File: config.mk
export PLATFORM = sky130hd
export DESIGN_NAME = int_pipe_scheduler_flat
export DESIGN_NICKNAME = d
export VERILOG_FILES = /design/src/rtl/int_pipe_scheduler_if.sv /design/src/rtl/int_pipe_scheduler.sv /design/src/flat_wrapper.sv
export SDC_FILE = /design/constraint.sdc
export NUM_CORES = 1
export LEC_CHECK = 0
export ABC_AREA = 1
export BUFFER_PORTS_ARGS = -buffer_cell sky130_fd_sc_hd__buf_2
export CAP_MARGIN = 5
export CELL_PAD_IN_SITES_DETAIL_PLACEMENT = 1
export CELL_PAD_IN_SITES_GLOBAL_PLACEMENT = 2
export CORE_MARGIN = 2
export CORE_UTILIZATION = 32
export CTS_BUF_LIST = sky130_fd_sc_hd__clkbuf_4
export DETAILED_ROUTE_END_ITERATION = 12
export PLACE_DENSITY_LB_ADDON = 0.1
export SLEW_MARGIN = 20
export SYNTH_ARGS = -nofsm -noshare
export SYNTH_HDL_FRONTEND = slang
export SYNTH_SLANG_ARGS = --single-unit
File: constraint.sdc
create_clock -name i_clock -period 1.7 [get_ports i_clock]
set_input_delay 0.17 -clock i_clock [delete_from_list [all_inputs] [get_ports i_clock]]
set_output_delay 0.17 -clock i_clock [all_outputs]
set_load 0.005 [all_outputs]
File: src/rtl/int_pipe_scheduler_if.sv
// Issue/writeback bus between the integer issue queue and int_pipe_scheduler.
// Signals (three pipes, one lane each):
//   flush             pipeline flush, kills all in-flight work
//   issue_valid       per pipe, a uop is issued this cycle
//   issue_fu          per pipe, 00 ALU, 01 BR, 10 MUL, 11 DIV
//   issue_rd_valid    per pipe, the uop writes an integer destination
//   issue_rd_index    per pipe, destination PRF index
//   ex_busy           per pipe, the pipe must not receive an issue this cycle
//   ctb_valid         per pipe, tag broadcast valid
//   ctb_prf_int_index per pipe, broadcast tag
//   sched_err         sticky illegal-issue flag
// master = issue queue side, slave = scheduler side.
interface int_pipe_scheduler_if #(
  parameter int unsigned PRF_W = 7
) ();
  logic                  flush;
  logic [2:0]            issue_valid;
  logic [2:0][1:0]       issue_fu;
  logic [2:0]            issue_rd_valid;
  logic [2:0][PRF_W-1:0] issue_rd_index;
  logic [2:0]            ex_busy;
  logic [2:0]            ctb_valid;
  logic [2:0][PRF_W-1:0] ctb_prf_int_index;
  logic                  sched_err;

  modport master (
    output flush, issue_valid, issue_fu, issue_rd_valid, issue_rd_index,
    input  ex_busy, ctb_valid, ctb_prf_int_index, sched_err
  );

  modport slave (
    input  flush, issue_valid, issue_fu, issue_rd_valid, issue_rd_index,
    output ex_busy, ctb_valid, ctb_prf_int_index, sched_err
  );
endinterface

File: src/rtl/int_pipe_scheduler.sv
// Occupancy and writeback-timing tracker for the three integer execution pipes.
//   Pipe 0: ALU/BR, pipe 1: ALU/pipelined IMUL, pipe 2: ALU/iterative IDIV.
// Drives ex_busy back to the issue queue, generates the common tag bus in the
// exact writeback cycle of each result and flags illegal issues (sticky).
// Ports:
//   i_clock   sole clock
//   i_reset   synchronous, active-high reset
//   if_sched  issue/writeback bus (slave modport), see int_pipe_scheduler_if
module int_pipe_scheduler #(
  parameter int unsigned MUL_LAT         = 3,
  parameter int unsigned DIV_LAT         = 12,
  parameter int unsigned ISSUE_WIDTH_INT = 3,
  parameter int unsigned PRF_W           = 7
) (
  input logic                  i_clock,
  input logic                  i_reset,
  int_pipe_scheduler_if.slave  if_sched
);

  localparam logic [1:0] FuAlu = 2'b00;
  localparam logic [1:0] FuMul = 2'b10;
  localparam logic [1:0] FuDiv = 2'b11;
  localparam int unsigned CntW = $clog2(DIV_LAT);

  typedef enum logic {StIdle, StBusy} state_e;

  logic [ISSUE_WIDTH_INT-1:0] w_legal;
  logic [ISSUE_WIDTH_INT-1:0] w_busy;
  logic [ISSUE_WIDTH_INT-1:0] w_block;
  logic [ISSUE_WIDTH_INT-1:0] w_accept;
  logic                       w_err_set;

  // Reservation shift registers for pipes 0 and 1: slot k = result on the ctb k cycles from now.
  logic [1:0][MUL_LAT-1:0]            r_res, w_res_d;
  logic [1:0][MUL_LAT-1:0]            r_rd, w_rd_d;
  logic [1:0][MUL_LAT-1:0][PRF_W-1:0] r_tag, w_tag_d;

  state_e          r_state, w_state_d;
  logic            w_div_busy;
  logic [CntW-1:0] r_cnt;
  logic [PRF_W-1:0] r_div_tag;
  logic            r_div_rd;
  logic            r_ctb2_valid;
  logic [PRF_W-1:0] r_ctb2_idx;
  logic            r_sched_err;

  // ---------------------------------------------------------------------------
  // Issue acceptance
  // ---------------------------------------------------------------------------
  always_comb begin
    w_legal[0] = (if_sched.issue_fu[0] == FuAlu) | (if_sched.issue_fu[0] == 2'b01);
    w_legal[1] = (if_sched.issue_fu[1] == FuAlu) | (if_sched.issue_fu[1] == FuMul);
    w_legal[2] = (if_sched.issue_fu[2] == FuAlu) | (if_sched.issue_fu[2] == FuDiv);

    w_busy[0] = i_reset;
    w_busy[1] = r_res[1][1];
    w_busy[2] = w_div_busy;

    // Pipe 1 busy only means slot 0 is taken next cycle; a MUL lands further out and never collides.
    w_block[0] = w_busy[0];
    w_block[1] = w_busy[1] & (if_sched.issue_fu[1] != FuMul);
    w_block[2] = w_busy[2];

    w_accept  = if_sched.issue_valid & w_legal & ~w_block & {ISSUE_WIDTH_INT{~if_sched.flush}};
    // Issues arriving with flush are discarded silently.
    w_err_set = ~if_sched.flush & (|(if_sched.issue_valid & ~(w_legal & ~w_block)));
  end

  // ---------------------------------------------------------------------------
  // Pipes 0/1: reservation shift registers
  // ---------------------------------------------------------------------------
  always_comb begin
    for (int p = 0; p < 2; p++) begin
      w_res_d[p] = r_res[p] >> 1;
      w_rd_d[p]  = r_rd[p] >> 1;
      w_tag_d[p] = r_tag[p] >> PRF_W;
      if (w_accept[p]) begin
        if (if_sched.issue_fu[p] == FuMul) begin
          w_res_d[p][MUL_LAT-1] = 1'b1;
          w_rd_d[p][MUL_LAT-1]  = if_sched.issue_rd_valid[p];
          w_tag_d[p][MUL_LAT-1] = if_sched.issue_rd_index[p];
        end else begin
          w_res_d[p][0] = 1'b1;
          w_rd_d[p][0]  = if_sched.issue_rd_valid[p];
          w_tag_d[p][0] = if_sched.issue_rd_index[p];
        end
      end
    end
    if (if_sched.flush) begin
      w_res_d = '0;
    end
  end

  always_ff @(posedge i_clock) begin
    if (i_reset) begin
      r_res <= '0;
      r_rd  <= '0;
      r_tag <= '0;
    end else begin
      r_res <= w_res_d;
      r_rd  <= w_rd_d;
      r_tag <= w_tag_d;
    end
  end

  // ---------------------------------------------------------------------------
  // Pipe 2: divider FSM
  // ---------------------------------------------------------------------------
  always_ff @(posedge i_clock) begin
    if (i_reset) begin
      r_state <= StIdle;
    end else begin
      r_state <= w_state_d;
    end
  end

  always_comb begin
    w_state_d = r_state;
    case (r_state)
      StIdle: if (w_accept[2] && (if_sched.issue_fu[2] == FuDiv)) w_state_d = StBusy;
      StBusy: if (r_cnt == CntW'(1)) w_state_d = StIdle;
      default: w_state_d = StIdle;
    endcase
    if (if_sched.flush) begin
      w_state_d = StIdle;
    end
  end

  always_comb begin
    w_div_busy = (r_state == StBusy);
  end

  // Divider counter, latched DIV tag and the pipe 2 ctb register.
  always_ff @(posedge i_clock) begin
    if (i_reset) begin
      r_cnt        <= '0;
      r_div_tag    <= '0;
      r_div_rd     <= 1'b0;
      r_ctb2_valid <= 1'b0;
      r_ctb2_idx   <= '0;
    end else if (if_sched.flush) begin
      r_cnt        <= '0;
      r_ctb2_valid <= 1'b0;
    end else begin
      r_ctb2_valid <= 1'b0;
      case (r_state)
        StIdle: begin
          if (w_accept[2]) begin
            if (if_sched.issue_fu[2] == FuDiv) begin
              r_cnt     <= CntW'(DIV_LAT - 1);
              r_div_tag <= if_sched.issue_rd_index[2];
              r_div_rd  <= if_sched.issue_rd_valid[2];
            end else begin
              r_ctb2_valid <= if_sched.issue_rd_valid[2];
              r_ctb2_idx   <= if_sched.issue_rd_index[2];
            end
          end
        end
        StBusy: begin
          r_cnt <= r_cnt - CntW'(1);
          // Loading on cnt == 1 puts the DIV broadcast exactly DIV_LAT cycles after issue.
          if (r_cnt == CntW'(1)) begin
            r_ctb2_valid <= r_div_rd;
            r_ctb2_idx   <= r_div_tag;
          end
        end
        default: r_cnt <= '0;
      endcase
    end
  end

  // ---------------------------------------------------------------------------
  // Sticky error and outputs
  // ---------------------------------------------------------------------------
  always_ff @(posedge i_clock) begin
    if (i_reset) begin
      r_sched_err <= 1'b0;
    end else if (w_err_set) begin
      r_sched_err <= 1'b1;
    end
  end

  assign if_sched.ex_busy              = w_busy;
  assign if_sched.ctb_valid            = {r_ctb2_valid, r_res[1][0] & r_rd[1][0],
                                          r_res[0][0] & r_rd[0][0]};
  assign if_sched.ctb_prf_int_index[0] = r_tag[0][0];
  assign if_sched.ctb_prf_int_index[1] = r_tag[1][0];
  assign if_sched.ctb_prf_int_index[2] = r_ctb2_idx;
  assign if_sched.sched_err            = r_sched_err;

endmodule
File: src/flat_wrapper.sv
// flat-port wrapper written by rule: the top's interface ports become plain ports
module int_pipe_scheduler_flat 
#(
  parameter int unsigned MUL_LAT         = 3,
  parameter int unsigned DIV_LAT         = 12,
  parameter int unsigned ISSUE_WIDTH_INT = 3,
  parameter int unsigned PRF_W           = 7
)
  (i_clock, i_reset, if_sched_flush, if_sched_issue_valid, if_sched_issue_fu, if_sched_issue_rd_valid, if_sched_issue_rd_index, if_sched_ex_busy, if_sched_ctb_valid, if_sched_ctb_prf_int_index, if_sched_sched_err);
  int_pipe_scheduler_if #(.PRF_W(PRF_W)) if_sched_i ();
  input logic i_clock;
  input logic i_reset;
  input wire logic [$bits(if_sched_i.flush)-1:0] if_sched_flush;
  input wire logic [$bits(if_sched_i.issue_valid)-1:0] if_sched_issue_valid;
  input wire logic [$bits(if_sched_i.issue_fu)-1:0] if_sched_issue_fu;
  input wire logic [$bits(if_sched_i.issue_rd_valid)-1:0] if_sched_issue_rd_valid;
  input wire logic [$bits(if_sched_i.issue_rd_index)-1:0] if_sched_issue_rd_index;
  output wire logic [$bits(if_sched_i.ex_busy)-1:0] if_sched_ex_busy;
  output wire logic [$bits(if_sched_i.ctb_valid)-1:0] if_sched_ctb_valid;
  output wire logic [$bits(if_sched_i.ctb_prf_int_index)-1:0] if_sched_ctb_prf_int_index;
  output wire logic [$bits(if_sched_i.sched_err)-1:0] if_sched_sched_err;
  assign if_sched_i.flush = if_sched_flush;
  assign if_sched_i.issue_valid = if_sched_issue_valid;
  assign if_sched_i.issue_fu = if_sched_issue_fu;
  assign if_sched_i.issue_rd_valid = if_sched_issue_rd_valid;
  assign if_sched_i.issue_rd_index = if_sched_issue_rd_index;
  assign if_sched_ex_busy = if_sched_i.ex_busy;
  assign if_sched_ctb_valid = if_sched_i.ctb_valid;
  assign if_sched_ctb_prf_int_index = if_sched_i.ctb_prf_int_index;
  assign if_sched_sched_err = if_sched_i.sched_err;
  int_pipe_scheduler #(.MUL_LAT(MUL_LAT), .DIV_LAT(DIV_LAT), .ISSUE_WIDTH_INT(ISSUE_WIDTH_INT), .PRF_W(PRF_W)) u_core (.i_clock(i_clock), .i_reset(i_reset), .if_sched(if_sched_i));
endmodule
# [Word-level counts from Yosys, hierarchy flattened]
# Index checks and enable logic that the tools add are counted.
[word_totals] regBits=76 out_inout_bits=28
[op_classes] n_addsub=1 eq_ne=10 mux=28 bitwise=20 n_reduce_logical=13
[ops] cell="7-bit 2-to-1 mux" n=7
[ops] cell="3-bit AND" n=5
[ops] cell="1-bit 2-to-1 mux" n=15
[ops] cell="3-bit OR reduction" n=5
[ops] cell="7-bit one-hot mux with 2 select lines" n=1
[ops] cell="4-bit 2-to-1 mux" n=2
[ops] cell="4-bit one-hot mux with 2 select lines" n=1
[ops] cell="4-bit AND reduction" n=2
[ops] cell="2-bit equality test (second input constant)" n=3
[ops] cell="2-bit logical NOT" n=3
[ops] cell="2-bit != test (second input constant)" n=3
[ops] cell="1-bit NOT" n=6
[ops] cell="3-bit NOT" n=2
[ops] cell="1-bit AND" n=4
[ops] cell="4-bit by 1-bit equality test with 1-bit output (second input constant)" n=1
[ops] cell="2-bit by 1-bit != test with 1-bit output (second input constant)" n=2
[ops] cell="1-bit one-hot mux with 2 select lines" n=2
[ops] cell="4-bit by 1-bit subtractor with 4-bit output (second input constant)" n=1
[ops] cell="1-bit bitwise OR" n=3
[ops] cell="2-bit by 1-bit equality test with 1-bit output (second input constant)" n=1
[ops] cell="2-bit AND reduction" n=1
[ops] cell="2-bit OR reduction" n=1
[ops] cell="1-bit logical AND" n=1

# [Depth between registers and ports, before layout]
[depth] depth_word=8 depth_mapped=8 mapped_depth_nobuf=8

# [Least setup slack after synthesis]
# No wires, ideal clock.
[synth_timing] kind="register to register" from="reg u_core.r_cnt[1]" to="reg u_core.r_ctb2_idx[0]" arrival_ps=1113 required_time_ps=1585 slack_ps=472 stages_incl_launch_ff=9 synth_period_minus_slack_ps=1228 path_cell_list="dfxtp_1 > inv_1 > ha_1 > nand2_1 > a21oi_2 > buf_4 > nand3_1 > nand2_1 > nor2_1"
[synth_between] elab_chain_cells=3
[synth_rtl] element="start: declaration" line="int_pipe_scheduler.sv:40" source="logic [CntW-1:0] r_cnt;"
[synth_rtl] element="start signal: assignment" line="int_pipe_scheduler.sv:150" source="r_cnt <= CntW'(DIV_LAT - 1);"
[synth_rtl] element="start signal: assignment" line="int_pipe_scheduler.sv:160" source="r_cnt <= r_cnt - CntW'(1);"
[synth_rtl] element="4-bit by 1-bit equality test with 1-bit output" line="int_pipe_scheduler.sv:162" source="if (r_cnt == CntW'(1)) begin"
[synth_rtl] element="2-bit != test (no source line)"
[synth_rtl] element="4-bit AND reduction (no source line)"
[synth_rtl] element="end signal: assignment" line="int_pipe_scheduler.sv:155" source="r_ctb2_idx <= if_sched.issue_rd_index[2];"
[synth_rtl] element="end signal: assignment" line="int_pipe_scheduler.sv:164" source="r_ctb2_idx <= r_div_tag;"
[synth_rtl] element="end: declaration" line="int_pipe_scheduler.sv:44" source="logic [PRF_W-1:0] r_ctb2_idx;"
# Every way passes these cells.
# A chain may end at the register's enable or synchronous reset.

# [Final worst setup path]
[layout_timing] from="reg u_core.r_state" to="reg u_core.r_ctb2_idx[1]"
[layout_between] elab_chain_cells=5
[layout_rtl] element="start: declaration" line="int_pipe_scheduler.sv:38" source="state_e r_state, w_state_d;"
[layout_rtl] element="start signal: assignment" line="int_pipe_scheduler.sv:111" source="r_state <= StIdle;"
[layout_rtl] element="start signal: assignment" line="int_pipe_scheduler.sv:113" source="r_state <= w_state_d;"
[layout_rtl] element="3-bit NOT" line="int_pipe_scheduler.sv:64" source="w_accept = if_sched.issue_valid & w_legal & ~w_block & {ISSUE_WIDTH_INT{~if_sched.flush}};"
[layout_rtl] element="3-bit AND (2 in a row)" line="int_pipe_scheduler.sv:64"
[layout_rtl] element="2-bit by 1-bit != test with 1-bit output (no source line)"
[layout_rtl] element="4-bit AND reduction (no source line)"
# Parallel ways exist; a longest one is shown, timed or not.

==> flow_metrics.py <==
metrics = {
    "grt": {
        "antenna_found_initial": 0,
        "track_usage_pct": 13.6,
        "grt_pass1_wl_um": 10400,
        "grt_max_degree": 27,
        "first_global_vias": 2185,
        "overflow": 0,
    },
    "logic_synthesis": {
        "synthSimpleGateAreaFrac_pct": 20.1,
        "synthArstFlopShare_pct": 0,
        "synth_area_leaders": "dfxtp_1 54%, nand2_1 7.4%, nor2_1 6.3%",
        "synth_warnings": 0,
        "syn_avg_cell_area_um2": 8.34,
        "yosysTopAreaCell": "dfxtp_1",
        "synth_common_cells": "76 x dfxtp_1, 56 x nand2_1, 48 x nor2_1",
        "yosysSeqAreaShare_pct": 53.5,
        "synth_cells": 341,
        "syn_area_um2": 2840,
        "synthMuxAreaShare_pct": 0,
        "synth_fa_ha_area_share_pct": 1.32,
        "synth-xor-area-share_pct": 0,
        "synth_compound_area_share_pct": 11.0,
        "yosysUniqueCellTypes": 24,
        "synth_top_area_share_pct": 53.5,
        "synth_most_common_cell": "dfxtp_1",
        "yosys_most_used_dff": "dfxtp_1",
        "synth_top_family_by_area": "simple AND/OR/NAND/NOR gates",
        "synth_edf_count": 0,
        "synth_seq_cells": 76,
    },
    "detailed_routing": {
        "final_antenna_net_count": 0,
        "wl_per_cell_um": 11.6,
        "dr.pass1.iters": 4,
        "dr_wl_met2_um": 2900,
        "vias": 2274,
        "viasPerCell": 4.24,
        "drt_wl_total_um": 6210,
        "met1Wirelength_um": 2950,
        "drtIter0Drc": 40,
        "highest_layer": "met4",
        "drc": 0,
        "dr_wl_met3_um": 294,
    },
    "timing": {
        "rsz0062_at_grt": "no",
        "slew_viol_final": 0,
        "max_freq_ghz": 0.733,
        "min_period_ps": 1360,
        "setup_violations": 0,
        "finalClockSkew_ps": 12.1,
        "tns_ps": 0,
        "fin_crit_sh_pct": 80.3,
        "hold_viol_final": 0,
    },
    "placed_design": {
        "io_buffers": 62,
        "place_area_um2": 3170,
        "gp_congestion": 0.717,
        "dpl.hpwl_um": 4220,
    },
    "setup_path": {
        "crit_slowest_cell": "dfxtp_1",
        "critPathBufInv": 1,
        "cp.required_ps": 2020,
        "crit_path_cell_trace": "inv_1 > a21boi_0 > nand3_1 > nand2_1 > nor2_1",
        "worst_path_largest_cell_delay_ps": 510,
        "crit_path_end_kind": "flip-flop",
        "cp.arrival_ps": 1680,
        "cp_max_fo": 8,
        "crit_type": "reg2reg",
        "cp_top_family": "flip-flops",
        "start_kind": "flip-flop",
    },
    "clock_tree": {
        "h-tree-depth": 3,
        "clkSinkCount": 76,
        "clock_latency_ps": 410,
        "cts.clk_slew.worst_paths_ps": 130,
        "cts_tree": "yes",
        "post_cts_buffers": 0,
        "cts_buffers": 9,
        "cts_root_buffer": "clkbuf_4",
        "cts_resized": 0,
        "clock_path_buffers": 2,
        "hold_buffers": 22,
    },
    "cells_and_area": {
        "final_layout_size_suffix_gt1_share_pct": 23.6,
        "num_antenna_cells": 0,
        "nets": 462,
        "fin_area_um2": 3550,
        "area_delta_synth_final_pct": 24.8,
    },
    "worst_hold_path": {
        "hold_class": "in2reg",
    },
    "pwr": {
        "leakagePower_nw": 1.65,
        "clkPwrFrac_pct": 36.8,
        "vdd_ir_drop_max_v": 0.000341,
        "pwr-share-seq_pct": 54.7,
        "p_comb_share_pct": 8.5,
        "p_switching_uw": 805,
        "switching_share_pct": 23.8,
        "power.density_nw_per_um2": 954,
        "cellInternalPower_mw": 2.58,
    },
    "floorplanning": {
        "std_cell_rows": 34,
        "io_pins": 64,
        "die_x_um": 98.3,
        "core_um2": 8680,
        "fp.dieH_um": 98.3,
        "start_util_pct": 32.8,
        "dieArea_um2": 9650,
    },
    "run_status": {
        "status": "finished clean",
    },
    "job": {
        "maxCapViolations": 0,
    },
}
==> path summary, 6_finish.rpt <==
kind | from | end | slack, ps | cells past startpoint
hold / removal | if_sched_issue_rd_index[17] | u_core.r_div_tag[3] | 30 | 3
setup reg to reg | u_core.r_state | u_core.r_ctb2_idx[1] | 340 | 5
hold reg to reg | u_core.r_tag[17] | u_core.r_tag[10] | 400 | 2
setup / recovery | u_core.r_state | u_core.r_ctb2_idx[1] | 340 | 5
==> per-layer routing <==
metal  global-route usage, %  up-vias
met1                    17.0     1030
met2                    22.4       45
met5                       0        -
met3                    4.29        7
li1                        -     1192
met4                    4.53        0
==> power by group through the flow <==
stage / registers, mW / logic (mW) / clock network [mW]
CTS: 1.85 / 0.293 / 1.31
global route: 1.86 / 0.325 / 1.38
finish: 1.85 / 0.287 / 1.25
floorplan: 1.89 / 0.162 / 0
detailed placement: 1.89 / 0.254 / 0
global placement: 1.89 / 0.251 / 0
==> cells in the final DEF, fill, tap and decap left out, drive strengths merged <==
cell type	count
a21oi	31
ha	3
buf	70
conb	9
clkinv	2
dfxtp	76
nor3	1
nor2	53
dlygate4sd3	22
nand4	4
o21ai	19
inv	45
bufinv	2
clkbuf	10
a21boi	7
nand2	60
clkinvlp	2
nand3	12
==> worst register-to-register path, delay by kind of cell (launching register included) <==
| kind | cells | cell delay, ps |
|---|---|---|
| AOI/OAI and AO/OA | 1 | 330 |
| buffers and inverters | 1 | 220 |
| DFF | 1 | 510 |
| and+or+nand+nor | 3 | 230 |
==> flip-flops by register name, summed over array words and instances, names as in the netlist, 4 cells and up <==
| name | count |
|---|---|
| u_core.r_res | 5 |
| u_core.r_tag | 28 |
| u_core.r_cnt | 4 |
| u_core.r_rd | 6 |
| u_core.if_sched.ctb_prf_int_index | 14 |
| u_core.r_ctb2_idx | 7 |
| u_core.r_div_tag | 7 |
==> through the flow <==
| step | setup slack (ps) | hold WS (ps) | util [%] | power, mW | instances |
|---|---|---|---|---|---|
| floorplan | 472 | 282 | - | 2.05 | 349 |
| global placement | 268 | 372 | 36.5 | 2.14 | 498 |
| detailed placement | 262 | 377 | 36.5 | 2.15 | 498 |
| CTS | 329 | 0.358 | 40.9 | 3.46 | 536 |
| global route | 196 | 1.20 | 40.9 | 3.57 | 536 |
| finish | 335 | 29.3 | 40.9 | 3.39 | 536 |
==> area by class of cell <==
cell class / instances / area (um2)
Clock inverter: 6 / 87.6
Clock buffer: 10 / 75.1
Multi-Input combinational cell: 199 / 957
Timing Repair Buffer: 92 / 591
Tap cell: 108 / 135
Inverter: 45 / 181
Sequential cell: 76 / 1520
Fill cell: 1104 / 5130
==> cell families after synthesis <==
kind of cell	Yosys count
compound gates	57
fa+ha+maj	3
buf+inv	74
flops	76
other cells	1
simple gates	130
(Power assumes the default switching activity.)
